<file path="src/rtl/if_fetch_unit_pkg.sv">
// Shared pipeline definitions: fetch FSM states, NOP word and PC helpers.
// Reused by the IF/ID and ID stages.
package if_fetch_unit_pkg;

    typedef enum logic [1:0] {
        S_START = 2'd0,
        S_REQ   = 2'd1,
        S_HOLD  = 2'd2,
        S_DROP  = 2'd3
    } fetch_state_t;

    localparam logic [31:0] NOP_WORD = 32'h0000_0000;
    localparam logic [31:0] PC_STEP  = 32'd4;

    function automatic logic [31:0] word_align(input logic [31:0] addr);
        return {addr[31:2], 2'b00};
    endfunction

endpackage

</file>
<file path="src/rtl/if_fetch_unit_if.sv">
// Fetch-stage bundle: instruction-memory handshake, pipeline control and IF/ID outputs.
interface if_fetch_unit_if;
    logic        imem_req_o;
    logic [31:0] imem_addr_o;
    logic        imem_ready_i;
    logic [31:0] imem_rdata_i;
    logic        stall_i;
    logic        redirect_i;
    logic [31:0] redirect_pc_i;
    logic [31:0] PCp4_o;
    logic [31:0] Instr_o;
    logic        valid_o;

    modport master (
        output imem_req_o, imem_addr_o, PCp4_o, Instr_o, valid_o,
        input  imem_ready_i, imem_rdata_i, stall_i, redirect_i, redirect_pc_i
    );

    modport slave (
        input  imem_req_o, imem_addr_o, PCp4_o, Instr_o, valid_o,
        output imem_ready_i, imem_rdata_i, stall_i, redirect_i, redirect_pc_i
    );
endinterface

</file>
<file path="src/rtl/if_fetch_unit_skid_buf.sv">
// One-entry skid buffer parking a fetched word and its PC+4 while decode stalls.
module if_skid_buf
    import if_fetch_unit_pkg::*;
(
    input  logic        clk,
    input  logic        reset,
    input  logic        load,
    input  logic        unload,
    input  logic        clear,
    input  logic [31:0] load_data,
    input  logic [31:0] load_pcp4,
    output logic [31:0] data,
    output logic [31:0] pcp4,
    output logic        valid
);

    always_ff @(posedge clk or negedge reset) begin
        if (!reset) begin
            valid <= 1'b0;
            data  <= NOP_WORD;
            pcp4  <= '0;
        end else if (clear) begin
            valid <= 1'b0;
        end else if (load) begin
            valid <= 1'b1;
            data  <= load_data;
            pcp4  <= load_pcp4;
        end else if (unload) begin
            valid <= 1'b0;
        end
    end

endmodule

</file>
<file path="src/rtl/if_fetch_unit.sv">
// Instruction fetch stage: PC sequencing, memory handshake, stall skid and redirect flush.
module if_fetch_unit
    import if_fetch_unit_pkg::*;
#(
    parameter logic [31:0] RESET_PC = 32'h0000_0000
) (
    input  logic            clk,
    input  logic            reset,
    if_fetch_unit_if.master bus
);

    fetch_state_t state, state_nxt;
    logic [31:0]  pc_q;
    logic [31:0]  drop_addr_q;
    logic [31:0]  pc_plus4;

    logic redir, deliver_mem, park, unpark, bubble, advance, capture_drop;

    logic [31:0] skid_data, skid_pcp4;
    logic        skid_valid;

    assign pc_plus4 = pc_q + PC_STEP;

    always_ff @(posedge clk or negedge reset) begin
        if (!reset) state <= S_START;
        else        state <= state_nxt;
    end

    always_comb begin
        state_nxt = state;
        unique case (state)
            S_START: state_nxt = S_REQ;
            S_REQ: begin
                if (bus.redirect_i)
                    state_nxt = bus.imem_ready_i ? S_REQ : S_DROP;
                else if (bus.imem_ready_i && bus.stall_i)
                    state_nxt = S_HOLD;
            end
            S_HOLD: begin
                if (bus.redirect_i || !bus.stall_i)
                    state_nxt = S_REQ;
            end
            S_DROP: begin
                if (bus.imem_ready_i)
                    state_nxt = S_REQ;
            end
            default: state_nxt = S_START;
        endcase
    end

    // The address of a request being dropped is held so the bus stays stable
    // until memory answers, even though pc_q already points at the target.
    always_comb begin
        bus.imem_req_o  = (state == S_REQ) || (state == S_DROP);
        bus.imem_addr_o = (state == S_DROP) ? drop_addr_q : word_align(pc_q);
        redir        = bus.redirect_i && (state != S_START);
        deliver_mem  = (state == S_REQ) && !redir && bus.imem_ready_i && !bus.stall_i;
        park         = (state == S_REQ) && !redir && bus.imem_ready_i && bus.stall_i;
        unpark       = (state == S_HOLD) && !redir && !bus.stall_i;
        bubble       = (state == S_REQ) && !redir && !bus.imem_ready_i && !bus.stall_i;
        advance      = deliver_mem || park;
        capture_drop = redir && (state == S_REQ) && !bus.imem_ready_i;
    end

    always_ff @(posedge clk or negedge reset) begin
        if (!reset) begin
            pc_q        <= word_align(RESET_PC);
            drop_addr_q <= '0;
            bus.PCp4_o  <= '0;
            bus.Instr_o <= NOP_WORD;
            bus.valid_o <= 1'b0;
        end else begin
            if (redir)        pc_q <= word_align(bus.redirect_pc_i);
            else if (advance) pc_q <= pc_plus4;

            if (capture_drop) drop_addr_q <= word_align(pc_q);

            if (redir || bubble) begin
                bus.valid_o <= 1'b0;
            end else if (deliver_mem) begin
                bus.Instr_o <= bus.imem_rdata_i;
                bus.PCp4_o  <= pc_plus4;
                bus.valid_o <= 1'b1;
            end else if (unpark) begin
                bus.Instr_o <= skid_data;
                bus.PCp4_o  <= skid_pcp4;
                bus.valid_o <= skid_valid;
            end
        end
    end

    if_skid_buf u_skid (
        .clk       (clk),
        .reset     (reset),
        .load      (park),
        .unload    (unpark),
        .clear     (redir),
        .load_data (bus.imem_rdata_i),
        .load_pcp4 (pc_plus4),
        .data      (skid_data),
        .pcp4      (skid_pcp4),
        .valid     (skid_valid)
    );

endmodule

</file>
<file path="src/flat_wrapper.sv">
// flat-port wrapper written by rule: the top's interface ports become plain ports
module if_fetch_unit_flat import if_fetch_unit_pkg::*;
#(
    parameter logic [31:0] RESET_PC = 32'h0000_0000
)
  (clk, reset, bus_imem_req_o, bus_imem_addr_o, bus_PCp4_o, bus_Instr_o, bus_valid_o, bus_imem_ready_i, bus_imem_rdata_i, bus_stall_i, bus_redirect_i, bus_redirect_pc_i);
  if_fetch_unit_if bus_i ();
  input  logic clk;
  input  logic reset;
  output wire logic [$bits(bus_i.imem_req_o)-1:0] bus_imem_req_o;
  output wire logic [$bits(bus_i.imem_addr_o)-1:0] bus_imem_addr_o;
  output wire logic [$bits(bus_i.PCp4_o)-1:0] bus_PCp4_o;
  output wire logic [$bits(bus_i.Instr_o)-1:0] bus_Instr_o;
  output wire logic [$bits(bus_i.valid_o)-1:0] bus_valid_o;
  input wire logic [$bits(bus_i.imem_ready_i)-1:0] bus_imem_ready_i;
  input wire logic [$bits(bus_i.imem_rdata_i)-1:0] bus_imem_rdata_i;
  input wire logic [$bits(bus_i.stall_i)-1:0] bus_stall_i;
  input wire logic [$bits(bus_i.redirect_i)-1:0] bus_redirect_i;
  input wire logic [$bits(bus_i.redirect_pc_i)-1:0] bus_redirect_pc_i;
  assign bus_imem_req_o = bus_i.imem_req_o;
  assign bus_imem_addr_o = bus_i.imem_addr_o;
  assign bus_PCp4_o = bus_i.PCp4_o;
  assign bus_Instr_o = bus_i.Instr_o;
  assign bus_valid_o = bus_i.valid_o;
  assign bus_i.imem_ready_i = bus_imem_ready_i;
  assign bus_i.imem_rdata_i = bus_imem_rdata_i;
  assign bus_i.stall_i = bus_stall_i;
  assign bus_i.redirect_i = bus_redirect_i;
  assign bus_i.redirect_pc_i = bus_redirect_pc_i;
  if_fetch_unit #(.RESET_PC(RESET_PC)) u_core (.clk(clk), .reset(reset), .bus(bus_i));
endmodule
</file>
<file path="config.mk">
export PLATFORM = sky130hd
export DESIGN_NAME = if_fetch_unit_flat
export DESIGN_NICKNAME = d
export VERILOG_FILES = /design/src/rtl/if_fetch_unit_pkg.sv /design/src/rtl/if_fetch_unit_if.sv /design/src/rtl/if_fetch_unit_skid_buf.sv /design/src/rtl/if_fetch_unit.sv /design/src/flat_wrapper.sv
export SDC_FILE = /design/constraint.sdc
export NUM_CORES = 1
export LEC_CHECK = 0
export CORE_MARGIN = 3
export CORE_UTILIZATION = 50
export DETAILED_ROUTE_END_ITERATION = 8
export PLACE_DENSITY = 0.77
export SYNTH_ARGS = -nofsm -noshare
export SYNTH_HDL_FRONTEND = slang
export SYNTH_SLANG_ARGS = --single-unit
</file>
<file path="constraint.sdc">
create_clock -name clk -period 2.9 [get_ports clk]
set_input_delay 0.58 -clock clk [delete_from_list [all_inputs] [get_ports clk]]
set_output_delay 0.58 -clock clk [all_outputs]
set_load 0.005 [all_outputs]
</file>
# After elaboration in Yosys (flattened, before gate mapping)

Index checks and enable logic that the tools add are counted.

Register bits after elaboration: 194
Bits in latches: 0
RAM bits: 0
Memory bits (read-only): 0
Input bits: 69
Output and inout bits: 98
Logic and storage cells: 65
Memories kept: 0

$add $sub $neg: 1
Multipliers: 0
Divide/modulo/power cells: 0
Magnitude comparators: 0
Eq/ne operators: 6
Shift operators: 0
Multiplexer cells: 19
Bitwise gates (word level): 2
Reductions and logical operators: 28

Operators with widths:

| kind                    | count |
|---|---|
| $mux W32                | 7 |
| $add A32 B3 Y32 const B | 1 |
| $logic_and A1 B1 Y1     | 12 |
| $mux W2                 | 5 |
| $pmux W2 S4             | 1 |
| $mux W1                 | 6 |
| $reduce_bool A2 Y1      | 3 |
| $reduce_bool A3 Y1      | 2 |
| $eq A2 B2 Y1 const B    | 2 |
| $logic_or A1 B1 Y1      | 4 |
| $reduce_and A2 Y1       | 2 |
| $logic_not A1 Y1        | 3 |
| $ne A3 B2 Y1 const B    | 1 |
| $reduce_and A3 Y1       | 1 |
| $eq A2 B1 Y1 const B    | 1 |
| $logic_not A2 Y1        | 1 |
| $ne A2 B1 Y1 const B    | 1 |
| $ne A2 B2 Y1 const B    | 1 |
| $not A1 Y1              | 2 |

# Logic depth before layout (Yosys ltp)

Word-level depth: 9
Depth in mapped cells: 8

# By module

Synthesis repeated with hierarchy kept, for this count alone.

Cells, all modules: 818
Area, all modules: 9689.3 µm²

By module, submodules not included:

| module        | instances | cells an instance | area each (µm²) | sequential area each (µm²) |
|---|---|---|---|---|
| if_fetch_unit | 1         | 678               | 6947.9          | 3178.0 |
| if_skid_buf   | 1         | 140               | 2741.4          | 1626.6 |

# Worst setup path before layout

No wires, ideal clock.

Path kind: input to register
Start: in bus_redirect_i
End: reg u_core.u_skid.data[10]
Setup time: 0.125 ns
Data arrival time: 1.949 ns
Required time: 2.775 ns
Setup slack: 0.826 ns
Stages on the path: 5
Path buffers: 2
Path through: clkbuf_1 -> and4bb_2 -> nand2_1 -> buf_1 -> mux2_2

Longest elaborated chain between the ends: 6

Ends and longest elaborated chain:

| item                              | RTL line                     | text |
|---|---|---|
| from (decl)                       | flat_wrapper.sv:18           | `input wire logic [$bits(bus_i.redirect_i)-1:0] bus_redirect_i;` |
| $logic_and A1 B1 Y1 (*)           | if_fetch_unit.sv:56          | `redir = bus.redirect_i && (state != S_START);` |
| $logic_not A1 Y1                  | if_fetch_unit.sv:58          | `park = (state == S_REQ) && !redir && bus.imem_ready_i && bus.stall_i;` |
| $logic_and A1 B1 Y1 (3 in series) | if_fetch_unit.sv:58          |  |
| $reduce_and A2 Y1 (no line) (*)   | --                           |  |
| to (signal assigned)              | if_fetch_unit_skid_buf.sv:26 | `data <= load_data;` |
| to (decl)                         | if_fetch_unit_skid_buf.sv:12 | `output logic [31:0] data,` |

Mark *: on every way between the ends. The rest lies on a longest branch, timed or not.
A chain may end at the register's enable or synchronous reset.

# Final worst setup path

Start: reg u_core.state[0]
End: out bus_imem_addr_o[10]

Longest elaborated chain between the ends: 2

Ends and longest elaborated chain:

| item                   | RTL line            | text |
|---|---|---|
| from (decl)            | if_fetch_unit.sv:12 | `fetch_state_t state, state_nxt;` |
| from (signal assigned) | if_fetch_unit.sv:26 | `else state <= state_nxt;` |
| $eq A2 B2 Y1           | if_fetch_unit.sv:55 | `bus.imem_addr_o = (state == S_DROP) ? drop_addr_q : word_align(pc_q);` |
| $mux W32               | if_fetch_unit.sv:55 |  |
| to (decl)              | flat_wrapper.sv:11  | `output wire logic [$bits(bus_i.imem_addr_o)-1:0] bus_imem_addr_o;` |

No other way between the ends.

==> summary.md <==
| Metric | Value |
|---|---|
| Status | `complete, no violations` |
| Worst VDD drop | `roughly 0.41 mV` |
| P per Cell Area | `768.2 nW/um2` |
| Largest net degree at the start of global routing | `90` |
| Crit path kind | `reg2out` |
| Fin crit share | `about nine tenths` |
| Most frequent cells in the layout | `188 x dfrtp_1, 159 x clkdlybuf4s50_1, 138 x nand2_1, 95 x mux2_2, 72 x o21ai_0` |
| Clock sinks | `188` |
| CP arrival | `about 2.1 ns` |
| Post-Synth Simple-Gate Area | `around 16%` |
| Clock tree from TritonCTS | `yes` |
| Synth area leaders | `dfrtp_1 52%, mux2_2 12%, nand2_1 5.9%` |
| Hold_buf cts | `0` |
| Worst Max-Slew Pin Slew | `between 1 and 1.5 ns` |
| CTS buffer count | `17` |
| Die H | `between 100 and 150 um` |
| Compound-gate portion of the synthesized area | `around 13%` |
| Vias | `7222` |
| Die ar. | `19590 um2` |
| Tot GR Track Use | `between 20% and 30%` |
| Tmin final | `2.647 ns` |
| Critical-path cell list | `nand2_1 > buf_12 > mux2_2 > clkdlybuf4s50_1` |
| Worst Setup End Kind | `output pin` |
| First-pass GRT wire length | `36900 um` |
| RSZ-0062 raised after global routing | `no` |
| PostCTS Resize Cnt | `0` |
| Min-delay worst type | `in2async` |
| # rows | `48` |
| CP max stage delay | `0.46 ns` |
| Core area | `17420 um2` |
| Antenna violations before repair | `0` |
| Vias per cell | `~5.7` |
| Max frequency | `377.7 MHz` |
| Post-synthesis xor/xnor area fraction | `under 10%` |
| FF+latch count, synth | `between 150 and 200` |
| CTS root buffer | `clkbuf_16` |
| CP max FO | `30` |
| Number of diodes | `0` |
| EDFF count, synth | `0` |
| Dpl ws | `0.05991 ns` |
| Mapped Area | `approximately 9000 um2` |
| Synth Instances | `884` |
| Starting density of the core | `51.52%` |
| Final GP Congestion | `0.8501` |
| Pins Over Slew Limit | `0` |
| CTS clk-pin slew, worst paths | `0.07 ns` |
| Final #Nets | `1091` |
| Largest area contributor in the netlist | `dfrtp_1` |
| GRT overflow | `0` |
| IO Pins | `167` |
| DR iter-0 viols | `517` |
| Die width | `140.0 um` |
| DR pass1 iterations | `5` |
| Max Clock Skew | `roughly 0.0068 ns` |
| Yosys warns | `0` |
| # DRC | `0` |
| Worst rel slew slack | `between 20 and 30%` |
| Mean Syn Cell Area | `around 10 um2` |
| Final setup viols | `0` |
| Largest family of logic cells by synthesized area | `simple AND/OR/NAND/NOR gates` |
| Post-DRT Antenna Nets | `0` |
| Post-synth top flop | `dfrtp_1` |
| Post-synthesis adder-cell area fraction | `0.1395%` |
| Sequential share of the synthesized area | `52.43%` |
| H-tree Lvls | `4` |
| CP startpoint kind | `register` |
| Wire per inst | `17.86 um` |
| Final worst slack | `0.2525 ns` |
| Routed WL | `22480 um` |
| Leakage | `around 0.0049 uW` |
| Layout Area Growth over Synthesis | `28.67%` |
| Final hold violations | `0` |
| Clk buf depth | `2` |
| Share of layout cells above drive strength 1 | `17.41%` |
| Number of library cell types mapped by synthesis | `52` |
| Setup TNS Final | `0 ns` |
| I/O Buffers | `160` |
| Post-CTS Setup Repair Bufs | `0` |
| Yosys top cell area share | `52.43%` |
| Critical Path RT | `2.32 ns` |
| Slowest stage cell, crit path | `clkdlybuf4s50_1` |
| Max cap viols | `0` |
| Async set-or-reset flop fraction in the synthesized netlist | `100.0%` |
| DP HPWL | `15390 um` |
| Worst skew pair latency | `0.43 ns` |
| Vias in the first global route | `7091` |
| Post-synthesis mux area share | `12.26%` |
| Commonest non-fill, non-tap cell in the layout | `dfrtp_1` |
==> state kept, by name, indices dropped and copies added (netlist names) <==
register,flops
u_core.drop_addr_q,30
u_core.bus.PCp4_o,30
u_core.pc_q,30
u_core.bus.valid_o,1
u_core.u_skid.pcp4,30
u_core.u_skid.data,32
u_core.u_skid.valid,1
u_core.bus.Instr_o,32
u_core.state,2
==> layout make-up <==
| type | count | area [um2] |
|---|---|---|
| Fill cell | 1395 | 5872 |
| Sequential cell | 188 | 4705 |
| Multi-Input combinational cell | 616 | 3964 |
| Timing Repair Buffer | 194 | 1971 |
| Clock buffer | 18 | 439.2 |
| Tap cell | 225 | 281.5 |
| Clock inverter | 14 | 170.2 |
| Inverter | 4 | 15.01 |
==> power breakdown <==
| group | total (uW) | leakage [uW] | internal (uW) | switching, uW |
|---|---|---|---|---|
| logic | 2540 | 0.00235 | 1550 | 991 |
| registers | 3920 | 0.00228 | 3420 | 500 |
| clock network | 2410 | 0.000288 | 1380 | 1020 |
| total | 8870 | 0.00492 | 6350 | 2520 |
==> Yosys cell counts (all sizes together), types with 6 or more instances <==
library cell and instances:
a21o 8, a21oi 25, a22oi 12, a31oi 38, and3 16, buf 26
clkbuf 53, dfrtp 188, mux2 95, nand2 140, nand3 29, nand4 10
nor2 63, nor3 10, o21ai 78, o311ai 6, or3 8, xnor2 11
xor2 16
==> metal layers <==
metal	share of wire, %	wire [um]	track usage (%)	up-vias
li1	-	-	-	3393
met1	46	10250	33.56	3512
met2	46	10270	35.73	273
met3	6.8	1539	4.404	44
met4	1.9	430	7.700	0
met5	0	0	0	-
==> critical path, delay by kind of cell (launching register included) <==
kind / cells / cell delay (ns)
mux: 1 / 0.40
flops: 1 / 0.39
buf+inv: 2 / 0.68
simple gates: 1 / 0.16
==> per-stage QoR <==
step / cell area, um2 / power, uW / std cells / hold slack (ns) / utilization [%]
2_1_floorplan: 8984 / 5044 / 887 / 0.2844 / -
3_3_place_gp: 10940 / 6415 / 1227 / 0.4534 / 62.79
3_5_place_dp: 10940 / 6529 / 1227 / 0.4628 / 62.79
4_1_cts: 11540 / 8949 / 1259 / 0.1683 / 66.29
5_1_grt: 11540 / 9389 / 1259 / 0.1827 / 66.29
6_report: 11540 / 8868 / 1259 / 0.1421 / 66.29
==> cells by family (layout without fill, tap and decap cells) <==
kind of cell	Yosys count	count (layout)
AOI/OAI and AO/OA	191	191
other	1	4
buffers and inverters	83	230
adders and majority gates	1	1
DFF	188	188
and+or+nand+nor	295	295
muxes	98	98
xor gates and xnor gates	27	27
==> path summary, 6_finish.rpt <==
check | startpoint | to | slack [ns] | depth (start not counted)
max | u_core.state[0]$_DFFE_PN0P_ | bus_imem_addr_o[10] | 0.25 | 4
min | reset | u_core.bus.Instr_o[10]$_DFFE_PN0P_ | 0.14 | 1
max reg2reg | u_core.state[0]$_DFFE_PN0P_ | u_core.pc_q[17]$_DFFE_PN0P_ | 0.52 | 7
min reg2reg | u_core.u_skid.pcp4[14]$_DFFE_PN0P_ | u_core.u_skid.pcp4[14]$_DFFE_PN0P_ | 0.47 | 2
max in group asynchronous | reset | u_core.bus.Instr_o[16]$_DFFE_PN0P_ | 1.94 | 2
min in group clk | u_core.u_skid.pcp4[14]$_DFFE_PN0P_ | u_core.u_skid.pcp4[14]$_DFFE_PN0P_ | 0.47 | 2
Power figures use the tool's default switching activity.
